$ cat config.mk
export PLATFORM = sky130hd
export DESIGN_NAME = if_branch_predictor
export DESIGN_NICKNAME = d
export VERILOG_FILES = /design/src/rtl/cpu_pipe_pkg.sv /design/src/rtl/sat_counter2.sv /design/src/rtl/if_branch_predictor.sv
export SDC_FILE = /design/constraint.sdc
export NUM_CORES = 2
export LEC_CHECK = 0
export CORE_UTILIZATION = 46
export CTS_CLUSTER_DIAMETER = 60
export DETAILED_ROUTE_END_ITERATION = 6
export MAX_ROUTING_LAYER = met4
export PLACE_DENSITY_LB_ADDON = 0.1
export SLEW_MARGIN = 20
export SYNTH_ARGS = -nofsm -noshare
export SYNTH_HDL_FRONTEND = slang
export SYNTH_SLANG_ARGS = --single-unit
$ cat constraint.sdc
create_clock -name clk -period 14.9 [get_ports clk]
set_input_delay 2.235 -clock clk [delete_from_list [all_inputs] [get_ports clk]]
set_output_delay 2.235 -clock clk [all_outputs]
set_load 0.02 [all_outputs]
$ cat src/rtl/cpu_pipe_pkg.sv
// Shared constants for the pipelined CPU front end: branch strategy codes,
// 2-bit predictor counter encodings and the sequential PC increment.
package cpu_pipe_pkg;

  // Branch strategy select, as driven by the pipeline configuration.
  localparam logic [1:0] BP_NOT_TAKEN = 2'b00;
  localparam logic [1:0] BP_TAKEN     = 2'b01;
  localparam logic [1:0] BP_DELAY     = 2'b10;
  localparam logic [1:0] BP_DYNAMIC   = 2'b11;

  // Saturating counter encodings; bit 1 is the taken/not-taken prediction.
  localparam logic [1:0] CNT_SNT = 2'b00;
  localparam logic [1:0] CNT_WNT = 2'b01;
  localparam logic [1:0] CNT_WT  = 2'b10;
  localparam logic [1:0] CNT_ST  = 2'b11;

  // Fall-through distance between sequential instructions.
  localparam logic [31:0] PC_INC = 32'd4;

  // Sequential successor of a PC.
  function automatic logic [31:0] pc_plus4(input logic [31:0] pc);
    return pc + PC_INC;
  endfunction

endpackage

$ cat src/rtl/sat_counter2.sv
// Next-state function of a 2-bit saturating branch counter.
// force_st_i wins over inc_i/dec_i; the counter never wraps.
module sat_counter2
  import cpu_pipe_pkg::*;
(
  input  logic [1:0] cnt_i,
  input  logic       inc_i,
  input  logic       dec_i,
  input  logic       force_st_i,
  output logic [1:0] cnt_o
);

  // Saturating increment/decrement with an override to strong-taken.
  always_comb begin
    cnt_o = cnt_i;
    if (force_st_i) begin
      cnt_o = CNT_ST;
    end else if (inc_i && (cnt_i != CNT_ST)) begin
      cnt_o = cnt_i + 2'd1;
    end else if (dec_i && (cnt_i != CNT_SNT)) begin
      cnt_o = cnt_i - 2'd1;
    end
  end

endmodule

$ cat src/rtl/if_branch_predictor.sv
// Dynamic branch predictor with a direct-mapped BTB. Looks up the fetch PC
// combinationally, is trained by the EX stage, and produces the mispredict
// redirect plus branch/mispredict performance counters.
module if_branch_predictor
  import cpu_pipe_pkg::*;
#(
  parameter int unsigned IDX_W = 4,
  parameter int unsigned TAG_W = 26,
  parameter int unsigned CNT_W = 16
) (
  input  logic             clk,
  input  logic             rst,
  input  logic             en,
  input  logic [31:0]      if_pc,
  output logic             pred_hit,
  output logic             pred_taken,
  output logic [31:0]      pred_next_pc,
  input  logic             ex_valid,
  input  logic             ex_is_jump,
  input  logic [31:0]      ex_pc,
  input  logic             ex_taken,
  input  logic [31:0]      ex_target,
  input  logic             ex_pred_taken,
  input  logic [31:0]      ex_pred_target,
  output logic             mispredict,
  output logic [31:0]      redirect_pc,
  output logic [CNT_W-1:0] br_count,
  output logic [CNT_W-1:0] mp_count
);

  localparam int unsigned Entries = 1 << IDX_W;

  // BTB storage
  logic             valid_q  [Entries];
  logic [TAG_W-1:0] tag_q    [Entries];
  logic [31:0]      target_q [Entries];
  logic [1:0]       cnt_q    [Entries];

  logic [CNT_W-1:0] br_count_q;
  logic [CNT_W-1:0] mp_count_q;

  // Lookup side
  logic [IDX_W-1:0] if_idx;
  logic [TAG_W-1:0] if_tag;

  assign if_idx = if_pc[IDX_W+1:2];
  assign if_tag = if_pc[31:IDX_W+2];

  // Zero-latency prediction; reads pre-update contents (no write bypass).
  always_comb begin
    pred_hit     = en & valid_q[if_idx] & (tag_q[if_idx] == if_tag);
    pred_taken   = pred_hit & cnt_q[if_idx][1];
    pred_next_pc = pred_taken ? target_q[if_idx] : pc_plus4(if_pc);
  end

  // Misprediction detection and redirect, independent of en.
  always_comb begin
    mispredict  = 1'b0;
    redirect_pc = 32'd0;
    if (ex_valid) begin
      mispredict  = (ex_taken != ex_pred_taken) |
                    (ex_taken & (ex_pred_target != ex_target));
      redirect_pc = ex_taken ? ex_target : pc_plus4(ex_pc);
    end
  end

  // Training side
  logic [IDX_W-1:0] ex_idx;
  logic [TAG_W-1:0] ex_tag;
  logic             ex_hit;
  logic [1:0]       hit_cnt_next;
  logic             upd_we;
  logic [1:0]       upd_cnt_d;
  logic [31:0]      upd_target_d;

  assign ex_idx = ex_pc[IDX_W+1:2];
  assign ex_tag = ex_pc[31:IDX_W+2];
  assign ex_hit = valid_q[ex_idx] & (tag_q[ex_idx] == ex_tag);

  sat_counter2 u_sat_counter2 (
    .cnt_i      (cnt_q[ex_idx]),
    .inc_i      (ex_taken),
    .dec_i      (~ex_taken),
    .force_st_i (ex_is_jump),
    .cnt_o      (hit_cnt_next)
  );

  // Decide what the resolving instruction writes into its BTB slot.
  always_comb begin
    upd_we       = 1'b0;
    upd_cnt_d    = cnt_q[ex_idx];
    upd_target_d = target_q[ex_idx];
    if (ex_valid) begin
      if (ex_hit) begin
        upd_we    = 1'b1;
        upd_cnt_d = hit_cnt_next;
        // A not-taken conditional keeps its old target.
        if (ex_is_jump || ex_taken) begin
          upd_target_d = ex_target;
        end
      end else if (ex_taken) begin
        // Allocate by overwriting whatever aliased into this slot.
        upd_we       = 1'b1;
        upd_cnt_d    = ex_is_jump ? CNT_ST : CNT_WT;
        upd_target_d = ex_target;
      end
    end
  end

  // BTB table register; asynchronous clear drops any in-flight update.
  always_ff @(posedge clk or negedge rst) begin
    if (!rst) begin
      for (int i = 0; i < Entries; i++) begin
        valid_q[i]  <= 1'b0;
        tag_q[i]    <= '0;
        target_q[i] <= 32'd0;
        cnt_q[i]    <= CNT_WNT;
      end
    end else if (upd_we) begin
      valid_q[ex_idx]  <= 1'b1;
      tag_q[ex_idx]    <= ex_tag;
      target_q[ex_idx] <= upd_target_d;
      cnt_q[ex_idx]    <= upd_cnt_d;
    end
  end

  // Saturating performance counters.
  always_ff @(posedge clk or negedge rst) begin
    if (!rst) begin
      br_count_q <= '0;
      mp_count_q <= '0;
    end else begin
      if (ex_valid && (br_count_q != '1)) begin
        br_count_q <= br_count_q + CNT_W'(1);
      end
      if (mispredict && (mp_count_q != '1)) begin
        mp_count_q <= mp_count_q + CNT_W'(1);
      end
    end
  end

  assign br_count = br_count_q;
  assign mp_count = mp_count_q;

endmodule

**Yosys cells after proc, flatten, opt, wreduce, memory -nomap -nowiden**

Cells that the tools add are included.

- $add $sub $neg: 6
- $mul: 0
- Div/mod/pow operators: 0
- $lt $le $gt $ge: 3
- Eq/ne operators: 7
- Shift operators: 0
- Multiplexer cells: 53
- Bitwise logic cells: 10
- Reduce and logical (&&, ||, !) cells: 7

Operators by type and width:

| operator | count |
|---|---|
| $bwmux W512 | 1 |
| $bwmux W416 | 1 |
| $mux W32 | 12 |
| $bmux W32 S4 | 2 |
| $bmux W26 S4 | 2 |
| $mux W26 | 5 |
| $demux W32 S4 | 1 |
| $demux W26 S4 | 1 |
| $add A32 B3 Y32 const B | 2 |
| $eq A26 B26 Y1 | 2 |
| $add A16 B1 Y16 const B | 2 |
| $bwmux W32 | 1 |
| $ne A16 B16 Y1 const B | 2 |
| $ne A32 B32 Y1 | 1 |
| $mux W2 | 11 |
| $bmux W2 S4 | 2 |
| $or A16 B16 Y16 | 1 |
| $ge A5 B5 Y1 const B | 2 |
| $mux W1 | 10 |
| $not A4 Y5 | 2 |
| $bmux W1 S4 | 2 |
| $demux W2 S4 | 1 |
| $and A1 B1 Y1 | 5 |
| $logic_and A1 B1 Y1 | 5 |
| other kinds (10) | 10 |

- Register bits after elaboration: 1008
- Bits in latches: 0
- Memory bits (writable): 0
- ROM bits: 0
- Input port bits: 135
- Output and inout bits: 99
- Logic and storage cells: 152
- Memories kept: 0

**Logic depth before layout (Yosys ltp)**

- Word-level depth: 12
- Gate-level depth with buffers: 17

**Hierarchy**

From an unflattened synthesis, not the netlist that was laid out.

- Cells, all modules: 3752
- Area total of the unflattened synthesis: 56205.2 um^2

Modules (own cells, without submodules):

| module | instances | cells each | area each (um^2) |
|---|---|---|---|
| if_branch_predictor | 1 | 3740 | 56112.6 |
| sat_counter2 | 1 | 12 | 92.6 |

**Least setup slack after synthesis**

Ideal clock, no wire load.

- Path kind: input to output
- Start: input if_pc[2]
- End: output pred_next_pc[2]
- Data arrival time: 6.382 ns
- Path slack: 6.283 ns
- Stages on the path: 12
- Path through: clkbuf_1 > buf_2 > buf_1 > mux4_2 > a211oi_1 > a21oi_1 > xnor2_1 > nand4_1 > or4b_2 > nor4_2 > buf_2 > mux2i_1

- Cells in the longest elaborated chain, start to end: 8
- Elaborated cells between the ends (all ways): 19
- Classes of those cells: add/sub (1); eq/ne (1); mux (13); bitwise (4)

Ends and longest elaborated chain:

| element | RTL line | RTL |
|---|---|---|
| start, declared | if_branch_predictor.sv:14 | `input logic [31:0] if_pc,` |
| $not A4 Y5 (not written as such) | if_branch_predictor.sv:51, if_branch_predictor.sv:52, if_branch_predictor.sv:53 |  |
| $bmux W26 S4 or $bmux W1 S4 (tied branches) | if_branch_predictor.sv:51 | `pred_hit = en & valid_q[if_idx] & (tag_q[if_idx] == if_tag);` |
| $mux W26 (not written as such) or $mux W1 (tied branches) (2 in a row) | if_branch_predictor.sv:51 |  |
| $eq A26 B26 Y1 or $and A1 B1 Y1 (tied branches) | if_branch_predictor.sv:51 |  |
| $and A1 B1 Y1 | if_branch_predictor.sv:51 |  |
| $and A1 B1 Y1 | if_branch_predictor.sv:52 | `pred_taken = pred_hit & cnt_q[if_idx][1];` |
| $mux W32 * | if_branch_predictor.sv:53 | `pred_next_pc = pred_taken ? target_q[if_idx] : pc_plus4(if_pc);` |
| end, declared | if_branch_predictor.sv:17 | `output logic [31:0] pred_next_pc,` |

Mark *: on every way between the ends. The rest lies on a longest branch, timed or not. The select of a mux whose other input is x is not followed.

**Final worst setup path**

- Start: input if_pc[3]
- End: output pred_next_pc[31]

The elaborated chain is that of the path after synthesis.

==> impl_metrics.ini <==
[clock_network]
cts_setup_buffers = 0
clock_tree.htree_level_count = 3
cts_buffers = 121
cts_tree = done
ctsHoldBuffers = 0
cts.sinks = 1008
cts-root-buf = clkbuf_16
ctsLongestPathBuffers = 3
cts_resized = 0
path_clk_slew_ns = 0.06
clock_latency_ns = 0.75

[layout]
final_util_pct = 52.9
layout_common_cells = dfrtp_1, mux2_2, mux4_2, o21ai_0, clkdlybuf4s50_1
area_growth_pct = 13.8
final_common_cell = dfrtp_1
drive_gt1_share_pct = 41.7
final_nets = 4184

[critical_path]
timing.rr.start = tag_q[197]
cp_common_cell = buf_4
rr_endpoint = target_q[488]
critPathMaxStageDelay_ns = 0.91
crit_family = buffers and inverters
arrival_ns = 8.09
critPathMaxFanout = 96
path_cells = buf_8 -> buf_4 -> buf_4 -> mux4_2 -> mux2i_1 -> a21oi_1 -> xor2_1 -> or4b_2 -> nor4_4 -> buf_4 -> mux2_2 -> clkdlybuf4s50_1
critPathBufInv = 5
worst-path-stages = 12
ff2ff_setup_slack_ns = 9.00
path_class = input pin to primary output
critPathCaptureType = primary output
r2r_cells = 11
worstSetupStartpointType = input pin
cpMaxStageDelayCell = buf_4
critPathRequiredTime_ns = 12.66

[synthesis]
synth_seq_cells = 1008
yosys.area.top_type = dfrtp_1
synth-seq-area-share_pct = 44.6
synth_edf_count = 0
synth_fp_nets = 4122
dominantRegCellSynth = dfrtp_1
netlist_instances = 3978
yosys_warnings = 0
synth_cell_types = 67
syn-cell-area_um2 = 56600
synth_area_leaders = dfrtp_1, mux4_2, mux2_2
synth_area_per_cell_um2 = 14.2
synth_top_area_share_pct = 43.8
async_flop_share_pct = 100

[floorplanning]
start_util_pct = 46.5
core_um2 = 122000
fp.dieH_um = 353
die_x_um = 353
rows = 128
io_pins = 234
design.die.area_um2 = 124000

[pwr]
peakVddDrop_mv = 0.115
power.density_nw_per_um2 = 130
power_leakage_uw = 0.0273

[sta]
clock_skew_ns = 0.0313
finalSetupViolCount = 0
slew_headroom_pct = 25.5
rsz0062_at_grt = false
worst_slew_pin_slew_ns = 1.12
max_freq_mhz = 96.8
setup_ws_ns = 4.57
final_hold_viol_count = 0
min_period_over_period_pct = 69.3
fin_setup_tns_ns = 0
min_period_ns = 10.33
drv_slew = 0

[detailed_routing]
wl_um = 193000
viasPerCell = 6.56
drc = 0
post_drt_wl_per_cell_um = 33.4
drt_iter0_markers = 3846
dr.pass1.iters = 6
num_vias = 37900
ant_nets = 0

[placed_design]
dp_hpwl_um = 117000
numPortBuffers = 233
place.gp.congestion = 0.916
dpl_worst_slack_ns = 4.64

[global_route]
antenna_found_initial = 11
track_usage_pct = 32.2
grt_pass1_wl_um = 283000
overflow = 0
grt_pass1_vias = 38300
grt_start_max_net_pins = 143

[worst_hold_path]
hp-class = flip-flop to flip-flop
hold_path_end = mp_count[6]
hp-start = mp_count[6]
hold_depth = 1

[job]
drv_cap = 0

[status]
run_status = completed
[state kept, by name (all words and copies together) (netlist names)]
name / cells
cnt_q: 32
mp_count: 16
tag_q: 416
target_q: 512
br_count: 16
valid_q: 16
[report_power, final]
part | internal [uW] | leakage (uW) | switching, uW
combinational | 921 | 0.0119 | 805
sequential | 3180 | 0.0133 | 322
clock | 1920 | 0.00211 | 1260
[Yosys cell counts (all sizes together), types with 5 or more instances]
cell / count
dfrtp: 992
mux2: 857
mux4: 545
o21ai: 378
clkbuf: 215
buf: 180
xnor2: 112
nand2: 85
mux2i: 84
xor2: 58
nor2: 53
nand3: 43
nand4: 32
and2: 31
nand2b: 27
nor3: 23
a21oi: 21
inv: 21
o31ai: 21
and3: 20
nor2b: 19
dfstp: 16
a211oi: 14
nor4: 14
or2: 12
a22o: 10
ha: 9
or3: 9
a22oi: 8
a41oi: 7
and4: 7
o22ai: 7
a221oi: 6
o211a: 5
[how the worst max path moves through the flow]
stage,startpoint,slack [ns],endpoint
2_1_floorplan,if_pc[2],6.28,pred_next_pc[2]
5_1_grt,if_pc[3],4.43,pred_next_pc[31]
4_1_cts,if_pc[3],4.63,pred_next_pc[31]
3_3_place_gp,if_pc[3],4.62,pred_next_pc[31]
6_report,if_pc[3],4.57,pred_next_pc[31]
3_5_place_dp,if_pc[3],4.64,pred_next_pc[31]
[per-stage QoR]
step / hold slack [ns] / cell area [um^2] / cells / power [uW]
after floorplan: 0.446 / 56600 / 3978 / 4660
after global placement: 0.469 / 60100 / 5542 / 5220
after detailed placement: 0.468 / 60100 / 5542 / 5250
after CTS: 0.486 / 64400 / 5767 / 8440
after global routing: 0.499 / 64400 / 5773 / 8740
final: 0.487 / 64400 / 5776 / 8410
[logic make-up after synthesis]
logic type                 Yosys count  share of synthesized area [%]
and+or+nand+nor                    387                           3.67
DFF                               1008                           44.6
muxes                             1486                           40.4
AOI/OAI and AO/OA                  500                           4.99
buffers and inverters              418                           3.51
adders and majority gates            9                          0.199
xor gates and xnor gates           170                           2.63
[worst register-to-register path: cells and delay by family, from the launching register on]
family,cells,cell delay (ns)
flip-flops,1,0.41
buffers and inverters,2,1.06
XOR/XNOR,1,0.15
AO/OA/AOI/OAI,2,0.86
AND/OR/NAND/NOR,3,2.18
multiplexers,3,1.11
[layer usage]
layer	global-route usage, %	routed length (um)
met2	47.6	88900
met4	11.0	6940
met5	-	0
met1	43.9	81300
met3	7.04	15500
[layout make-up]
cell class	instances	area (um^2)
clock inverter	49	708
inverter	23	91.3
multi-input combinational	2552	29600
timing repair buffer	334	3160
fill	10200	57400
tap	1625	2030
antenna	9	22.5
sequential	1008	25200
clock buffer	176	3600
Note: power is estimated with default switching activity, not from simulation.
